[src/rtl/vr_pkg.sv]
// Shared types, constants and the LFSR step function for the valid/ready traffic generator.
package vr_pkg;

  typedef enum logic [1:0] {FIXED = 2'd0, RANDOM = 2'd1, BURST = 2'd2} vr_mode_e;
  typedef enum logic [1:0] {IDLE = 2'd0, GAP = 2'd1, DRIVE = 2'd2} gen_state_e;

  localparam logic [15:0] LFSR_MASK = 16'hB400;
  localparam int          BURST_LEN = 4;
  localparam int          BURST_W   = $clog2(BURST_LEN);

  // One step of the right-shifting Galois LFSR.
  function automatic logic [15:0] lfsr_step(input logic [15:0] v);
    return v[0] ? ((v >> 1) ^ LFSR_MASK) : (v >> 1);
  endfunction

endpackage

[src/rtl/vr_lfsr16.sv]
// 16-bit Galois LFSR: reloadable from a seed, advances one step per request.
module vr_lfsr16
  import vr_pkg::*;
#(
  parameter logic [15:0] RST_VAL = 16'h0011
) (
  input  logic        clk_i,
  input  logic        rst_ni,
  input  logic        load_i,
  input  logic [15:0] seed_i,
  input  logic        advance_i,
  output logic [15:0] value_o
);

  logic [15:0] value_q;

  always_ff @(posedge clk_i or negedge rst_ni) begin
    if (!rst_ni) begin
      value_q <= RST_VAL;
    end else if (load_i) begin
      value_q <= seed_i;
    end else if (advance_i) begin
      value_q <= lfsr_step(value_q);
    end
  end

  assign value_o = value_q;

endmodule

[src/rtl/vr_traffic_gen.sv]
// Valid/ready master traffic generator: counted runs of LFSR payloads separated by
// fixed, random or burst-shaped gaps, stalling cleanly under sink back-pressure.
module vr_traffic_gen
  import vr_pkg::*;
#(
  parameter int          DATA_W  = 8,
  parameter int          DELAY_W = 3,
  parameter int          COUNT_W = 16,
  parameter int unsigned SEED    = 17
) (
  input  logic               clk_i,
  input  logic               rst_ni,
  input  logic               start_i,
  input  logic [1:0]         mode_i,
  input  logic [DELAY_W-1:0] fixed_delay_i,
  input  logic [DELAY_W-1:0] max_delay_i,
  input  logic [COUNT_W-1:0] num_xfers_i,
  output logic               valid_o,
  input  logic               ready_i,
  output logic [DATA_W-1:0]  data_o,
  output logic               busy_o,
  output logic               done_o,
  output logic [COUNT_W-1:0] xfer_cnt_o
);

  localparam logic [15:0] SEED16 = 16'(SEED);

  gen_state_e         state_q;
  logic [1:0]         mode_q;
  logic [DELAY_W-1:0] fixed_q, max_q, gap_q;
  logic [COUNT_W-1:0] num_q, cnt_q, cnt_inc;
  logic [BURST_W-1:0] burst_q;
  logic               valid_q, busy_q, done_q;
  logic [15:0]        lfsr_val, lfsr_next;
  logic               lfsr_load, hs, grp_first;
  logic [DELAY_W-1:0] d_start, d_next;

  // Gap before a transfer, drawn from the LFSR value that transfer will carry.
  function automatic logic [DELAY_W-1:0] calc_gap(input logic [1:0]         m,
                                                   input logic [15:0]        l,
                                                   input logic               first,
                                                   input logic [DELAY_W-1:0] fd,
                                                   input logic [DELAY_W-1:0] md);
    logic [DELAY_W:0] r, div;
    r        = {1'b0, l[15 -: DELAY_W]};
    div      = {1'b0, md} + 1'b1;
    calc_gap = fd;
    if (m == RANDOM) calc_gap = DELAY_W'(r % div);
    else if (m == BURST) calc_gap = first ? fd : '0;
  endfunction

  assign lfsr_load = (state_q == IDLE) && start_i;
  assign hs        = valid_q && ready_i;
  assign lfsr_next = lfsr_step(lfsr_val);
  assign cnt_inc   = cnt_q + 1'b1;
  assign grp_first = (burst_q == BURST_W'(BURST_LEN - 1));
  assign d_start   = calc_gap(mode_i, SEED16, 1'b1, fixed_delay_i, max_delay_i);
  assign d_next    = calc_gap(mode_q, lfsr_next, grp_first, fixed_q, max_q);

  vr_lfsr16 #(.RST_VAL(SEED16)) u_lfsr (
    .clk_i    (clk_i),
    .rst_ni   (rst_ni),
    .load_i   (lfsr_load),
    .seed_i   (SEED16),
    .advance_i(hs),
    .value_o  (lfsr_val)
  );

  always_ff @(posedge clk_i or negedge rst_ni) begin
    if (!rst_ni) begin
      state_q <= IDLE;
      mode_q  <= '0;
      fixed_q <= '0;
      max_q   <= '0;
      num_q   <= '0;
      gap_q   <= '0;
      cnt_q   <= '0;
      burst_q <= '0;
      valid_q <= 1'b0;
      busy_q  <= 1'b0;
      done_q  <= 1'b0;
    end else begin
      done_q <= 1'b0;
      case (state_q)
        IDLE: begin
          if (start_i) begin
            cnt_q   <= '0;
            burst_q <= '0;
            mode_q  <= mode_i;
            fixed_q <= fixed_delay_i;
            max_q   <= max_delay_i;
            num_q   <= num_xfers_i;
            if (num_xfers_i == '0) begin
              done_q <= 1'b1;
            end else begin
              busy_q <= 1'b1;
              if (d_start != '0) begin
                state_q <= GAP;
                gap_q   <= d_start;
              end else begin
                state_q <= DRIVE;
                valid_q <= 1'b1;
              end
            end
          end
        end
        GAP: begin
          if (gap_q == DELAY_W'(1)) begin
            state_q <= DRIVE;
            valid_q <= 1'b1;
          end else begin
            gap_q <= gap_q - 1'b1;
          end
        end
        DRIVE: begin
          if (ready_i) begin
            cnt_q <= cnt_inc;
            if (cnt_inc == num_q) begin
              state_q <= IDLE;
              valid_q <= 1'b0;
              busy_q  <= 1'b0;
              done_q  <= 1'b1;
            end else begin
              burst_q <= grp_first ? '0 : burst_q + 1'b1;
              if (d_next != '0) begin
                state_q <= GAP;
                gap_q   <= d_next;
                valid_q <= 1'b0;
              end
            end
          end
        end
        default: state_q <= IDLE;
      endcase
    end
  end

  assign valid_o    = valid_q;
  assign data_o     = lfsr_val[DATA_W-1:0];
  assign busy_o     = busy_q;
  assign done_o     = done_q;
  assign xfer_cnt_o = cnt_q;

endmodule
[config.mk]
export PLATFORM = sky130hd
export DESIGN_NAME = vr_traffic_gen
export DESIGN_NICKNAME = d
export VERILOG_FILES = /design/src/rtl/vr_pkg.sv /design/src/rtl/vr_lfsr16.sv /design/src/rtl/vr_traffic_gen.sv
export SDC_FILE = /design/constraint.sdc
export NUM_CORES = 1
export LEC_CHECK = 0
export BUFFER_PORTS_ARGS = -buffer_cell sky130_fd_sc_hd__buf_2
export CORE_ASPECT_RATIO = 1.5
export CORE_MARGIN = 1
export CORE_UTILIZATION = 40
export DETAILED_ROUTE_END_ITERATION = 8
export PLACE_DENSITY = 0.67
export SYNTH_ARGS = -nofsm -noshare
export SYNTH_HDL_FRONTEND = slang
export SYNTH_SLANG_ARGS = --single-unit
[constraint.sdc]
create_clock -name clk_i -period 6.5 [get_ports clk_i]
set_input_delay 0.325 -clock clk_i [delete_from_list [all_inputs] [get_ports clk_i]]
set_output_delay 0.325 -clock clk_i [all_outputs]
set_load 0.005 [all_outputs]
======== Word level (Yosys, flattened, before mapping) ========
Cells that the tools add are included.
cells by class
  divide/modulo/power cells ............... 2
  equal/unequal tests ..................... 19
  $add $sub $neg .......................... 5
  muxes and demuxes ....................... 49
  reductions and logical operators ........ 16
  bitwise gates (word level) .............. 1
operator list
  kind                                                                   count
  16-bit 2-to-1 mux                                                      5
  3-bit 2-to-1 mux                                                       11
  16-bit one-hot mux with 2 select lines                                 1
  2-bit 2-to-1 mux                                                       11
  2-bit != test, second input constant                                   9
  16-bit by 1-bit adder with 16-bit output, second input constant        1
  16-bit equality test                                                   1
  16-bit zero test                                                       1
  1-bit 2-to-1 mux                                                       15
  5-bit AND reduction                                                    2
  3-bit one-hot mux with 3 select lines                                  1
  3-bit nonzero test                                                     3
  3-bit by 1-bit adder with 4-bit output, second input constant          2
  8-bit AND reduction                                                    1
  7-bit AND reduction                                                    1
  2-bit by 1-bit equality test with 1-bit output, second input constant  3
  2-bit equality test, second input constant                             3
  2-bit one-hot mux with 3 select lines                                  1
  0-bit by 4-bit modulo with 4-bit output                                1
  3-bit by 4-bit modulo with 4-bit output                                1
  3-bit NOT with 4-bit output                                            1
  1-bit one-hot mux with 2 select lines                                  2
  2-bit one-hot mux with 2 select lines                                  1
  4-bit AND reduction                                                    1
  11 further kinds                                                       13
word-level totals
  logic and storage cells ................. 104
  input port bits ......................... 28
  output and inout port bits .............. 27
  register bits after elaboration ......... 66

======== Logic depth before layout (Yosys ltp) ========
  depth in word-level cells ............... 9
  mapped depth ............................ 22
  gate-level depth less buffers ........... 22

======== Modules after synthesis ========
Synthesis repeated with hierarchy kept, for this count alone.
unflattened totals
  cell total of the unflattened synthesis .. 514
  area, all modules ....................... 4,679.5 um^2
by module, submodules not included
  module          seq. area each (um^2)  cells an instance  times used  area each (um^2)
  vr_traffic_gen  1,251.2                440                1           3,882.5
  vr_lfsr16       402.9                  74                 1           797.0

======== Least setup slack after synthesis ========
OpenSTA, ideal clock, no wires.
  kind .................................... register -> register
  start point ............................. register max_q[0]
  end point ............................... register valid_q (netlist: valid_o)
  buffers on the path ..................... 0
  clock period less this slack ............ 5.143 ns
  stages on the path, launching flop included .. 22
  setup slack ............................. 1.357 ns
  arrival ................................. 5.016 ns
  setup time .............................. 0.128 ns
  required time ........................... 6.372 ns
  path through ............................ dfrtp_1 -> ha_1 -> inv_1 -> a41oi_1 -> nor2_1 -> ha_1 -> o311ai_0 -> o31a_1 -> o32ai_1 -> ha_1 -> o211ai_1 -> a21boi_1 -> mux2i_1 -> ha_1 -> a211o_1 -> a21oi_1 -> a21oi_1 -> a22oi_1 -> nand4_1 -> o31ai_2 -> a211oi_2 -> mux2_1
on the way
  word-level cells in the longest chain between the ends .. 6
ends and longest elaborated chain
  what                                     line                   source
  from (decl)                              vr_traffic_gen.sv:30   logic [DELAY_W-1:0] fixed_q, max_q, gap_q;
  from (signal assigned)                   vr_traffic_gen.sv:91   max_q <= max_delay_i;
  3-bit by 1-bit adder with 4-bit output   vr_traffic_gen.sv:46   div = {1'b0, md} + 1'b1;
  3-bit by 4-bit modulo with 4-bit output  vr_traffic_gen.sv:48   if (m == RANDOM) calc_gap = DELAY_W'(r % div);
  3-bit 2-to-1 mux                         vr_traffic_gen.sv:48
  3-bit nonzero test                       vr_traffic_gen.sv:125  if (d_next != '0) begin
  3-bit != test (no line)                  --
  7-bit AND reduction (no line)            --
  to (signal assigned)                     vr_traffic_gen.sv:79   valid_q <= 1'b0;
  to (signal assigned)                     vr_traffic_gen.sv:120  valid_q <= 1'b0;
  to (signal assigned)                     vr_traffic_gen.sv:128  valid_q <= 1'b0;
  to (decl)                                vr_traffic_gen.sv:33   logic valid_q, busy_q, done_q;
No other way between the ends.
A chain may end at the register's enable or synchronous reset.

======== Worst setup path in the final report ========
Ends and elaborated chain as after synthesis.

==> results.toml <==
[floorplan]
num_io_pins = 55
initial_core_util_pct = 41.39
core.rowCount = 47
dieArea_mm2 = 0.01194
die_h_um = 133.4
die_w_um = 89.57
core_area_mm2 = 0.01111

[clock_network]
cts_resized = 0
ctsHoldBuffers = 0
htree_levels = 3
clkSinkCount = 66
cts_setup_buffers = 0
tritoncts = "done"
cts_inserted_buffers = 9
clkTransAtPathRegs_ps = 50
clock_path_buffers = 2
cts-root-buf = "clkbuf_16"
clkLatencyLatePin_ps = 340

[sta]
min_period_over_period_pct = 90.03
max_slew.worst_pin.slew_ps = 888.0
slew_violations = 0
timing.slew.headroom_pct = 40.40
rsz0062_at_grt = "no"
finalHoldViolations = 0
setup_viol = 0
setup_tns_ps = 0
period_needed_ps = 5852
holdWs_ps = 177.4
fin_worst_skew_ps = 6.609
setup_ws_ps = 648.3
fmax_ghz = 0.1709

[worst_setup_path]
reg2reg_from = "max_q[0]$_DFFE_PN0P_"
reg2reg_depth = 21
cp_cell_sequence = "ha_1, inv_1, a41oi_1, nor2_1, ha_1, o311ai_0, o31a_1, o32ai_1, ha_1, o211ai_1, a21boi_1, mux2i_1, fa_1, a211o_1, a21oi_1, a21oi_1, a22oi_1, nand4_1, o31ai_2, a211oi_2, mux2_1"
crit_top_cell = "ha_1"
cp-start-kind = "register"
critPathMaxFanout = 9
end_kind = "register"
arrival_ps = 6070
crit_path_start = "max_q[0]$_DFFE_PN0P_"
regToRegSetupSlack_ps = 650
crit_required_ps = 6720
critPathMaxStageDelay_ps = 490
cp_slowest_cell = "fa_1"
reg2reg_to = "valid_o$_DFFE_PN0P_"
setup.worst_path.class = "reg2reg"
endpoint = "valid_o$_DFFE_PN0P_"

[routing]
drc = 0
ant_nets = 0
drt_pass1_iterations = 4
via_per_inst = 5.710
wire_per_inst_um = 16.48
vias = 3877
dr.first_iter.drc_count = 160
totalWireLength_um = 11190

[placed_design]
place_ws_ps = 717.3
port_buffers = 54
gp_congestion = 0.8629
dp_hpwl_um = 8355

[power_and_ir_drop]
p_comb_share_pct = 55.6
p_clk_share_pct = 19.2
irDropWorstVdd_uv = 341.5
powerDensity_mw_per_mm2 = 524.0
intPower_mw = 1.594
p_total_mw = 2.733
p_sw_share_pct = 41.66
seqPwrFrac_pct = 25.2
leakagePower_nw = 2.303
p_sw_mw = 1.138

[synthesis]
ys_seq_area_share_pct = 35.95
synth_most_common_cell = "dfrtp_1"
synthTopCellsByCount = "64 x dfrtp_1, 39 x nand2_1, 39 x o21ai_0"
yosysWarnings = 0
yosysUniqueCellTypes = 63
synthFlopType = "dfrtp_1"
synth_area_per_cell_um2 = 9.332
syn_area_mm2 = 0.004601
yosys.area.top_type = "dfrtp_1"
synth-seq-cells = 66
synthTopCellsByArea = "dfrtp_1 35%, ha_1 7.1%, mux2_2 6.6%"
syn_inst = 493
synth-async-reset-ratio_pct = 100.0
synth_edf_count = 0
yosys.area.top_type_share_pct = 34.81
synth.net_count = 548

[cells_and_area]
drive_gt1_share_pct = 20.49
nNetsFinal = 582
final_util_pct = 46.92
area_delta_synth_final_pct = 13.35
num_antenna_cells = 0

[global_routing]
grt_first_pass_wirelength_um = 18470
grt_pass1_vias = 3880
grt_use_total_pct = 20.05
grt_overflow = 0
grt_max_degree = 67
antenna_found_initial = 0

[flow_run]
maxCapViolations = 0

[status]
status = "completed"

[hold_path]
min_path_type = "in2async"
==> state kept, by name, summed over array words and instances, names as in the netlist <==
name / count
busy_o: 1
u_lfsr.value_o: 16
max_q: 3
done_o: 1
num_q: 16
state_q: 2
gap_q: 3
valid_o: 1
fixed_q: 3
xfer_cnt_o: 16
mode_q: 2
burst_q: 2
==> layer usage <==
metal / up-vias / wire length (um) / share of wire [%] / track usage (%)
met3: 20 / 379 / 3.4 / 3.965
met4: 0 / 209 / 1.9 / 6.526
met1: 1899 / 4528 / 40 / 22.41
met5: - / 0 / 0 / 0
li1: 1869 / - / - / -
met2: 89 / 6072 / 54 / 36.74
==> worst max-delay path: cells and delay by family (launching register included) <==
kind                     cells  cell delay [ps]
AO/OA/AOI/OAI               12             2950
adder cells (fa/ha/maj)      4             1390
multiplexers                 2              570
flip-flops                   1              470
AND/OR/NAND/NOR              2              260
buffers and inverters        1              110
==> worst min-delay path by stage <==
stage          cells after the start  slack, ps                             end                      startpoint
2_1_floorplan                      0         30          burst_q[0]$_DFFE_PN0P_                          rst_ni
3_3_place_gp                       2        460  u_lfsr.value_o[10]$_DFFE_PN0P_  u_lfsr.value_o[10]$_DFFE_PN0P_
3_5_place_dp                       2        470  u_lfsr.value_o[12]$_DFFE_PN0P_  u_lfsr.value_o[12]$_DFFE_PN0P_
4_1_cts                            2        210  u_lfsr.value_o[10]$_DFFE_PN0P_                          rst_ni
5_1_grt                            2        240           num_q[11]$_DFFE_PN0P_                 num_xfers_i[11]
6_report                           2        180      xfer_cnt_o[12]$_DFFE_PN0P_                          rst_ni
==> placed cells by master (no fill, tap or decap), drive strengths merged, types with 4 or more instances in the layout <==
cell type | Yosys | routed
ha | 26 | 26
a22o | 10 | 10
nand4 | 7 | 7
dfrtp | 64 | 64
mux2 | 28 | 28
nand3 | 15 | 15
o211ai | 6 | 6
a21oi | 26 | 26
and3 | 4 | 4
nor3 | 10 | 10
a31oi | 5 | 5
xnor2 | 20 | 20
nor2 | 21 | 21
mux2i | 5 | 5
o31ai | 9 | 9
buf | 16 | 57
inv | 21 | 21
o21a | 8 | 8
nand2 | 39 | 39
nor4 | 7 | 7
and2 | 5 | 5
o22ai | 6 | 6
o31a | 4 | 4
xor2 | 14 | 14
o21ai | 39 | 39
clkbuf | 18 | 11
and4 | 4 | 4
nand2b | 7 | 7
==> power by group through the flow <==
stage | combinational [mW] | sequential (mW) | clock, mW
floorplan | 1.22 | 0.659 | 0
finish | 1.52 | 0.689 | 0.525
global route | 1.70 | 0.712 | 0.553
CTS | 1.52 | 0.689 | 0.535
global placement | 1.45 | 0.686 | 0
detailed placement | 1.50 | 0.695 | 0
==> final cells by class <==
type | count | area (um^2)
clock buffers | 11 | 242.7
clock inverters | 5 | 77.57
fillers | 1064 | 5899
inverters | 21 | 78.83
multi-input cells | 372 | 2685
flip-flops and latches | 66 | 1654
well taps | 147 | 183.9
repair buffers | 57 | 292.8
==> cell families after synthesis <==
kind of cell | after synthesis | synth area share [%]
xor+xnor | 35 | 6.962
compound gates | 142 | 20.67
simple gates | 135 | 15.28
fa+ha+maj | 27 | 7.506
flops | 66 | 35.95
mux | 33 | 7.941
buf+inv | 55 | 5.684
==> metrics by stage <==
stage                     area (um^2)  cells
final                            5215    679
after global routing             5215    679
after CTS                        5215    679
after detailed placement         4895    663
after global placement           4895    663
after floorplan                  4601    493
No activity file was read; power rests on OpenSTA's default activity.
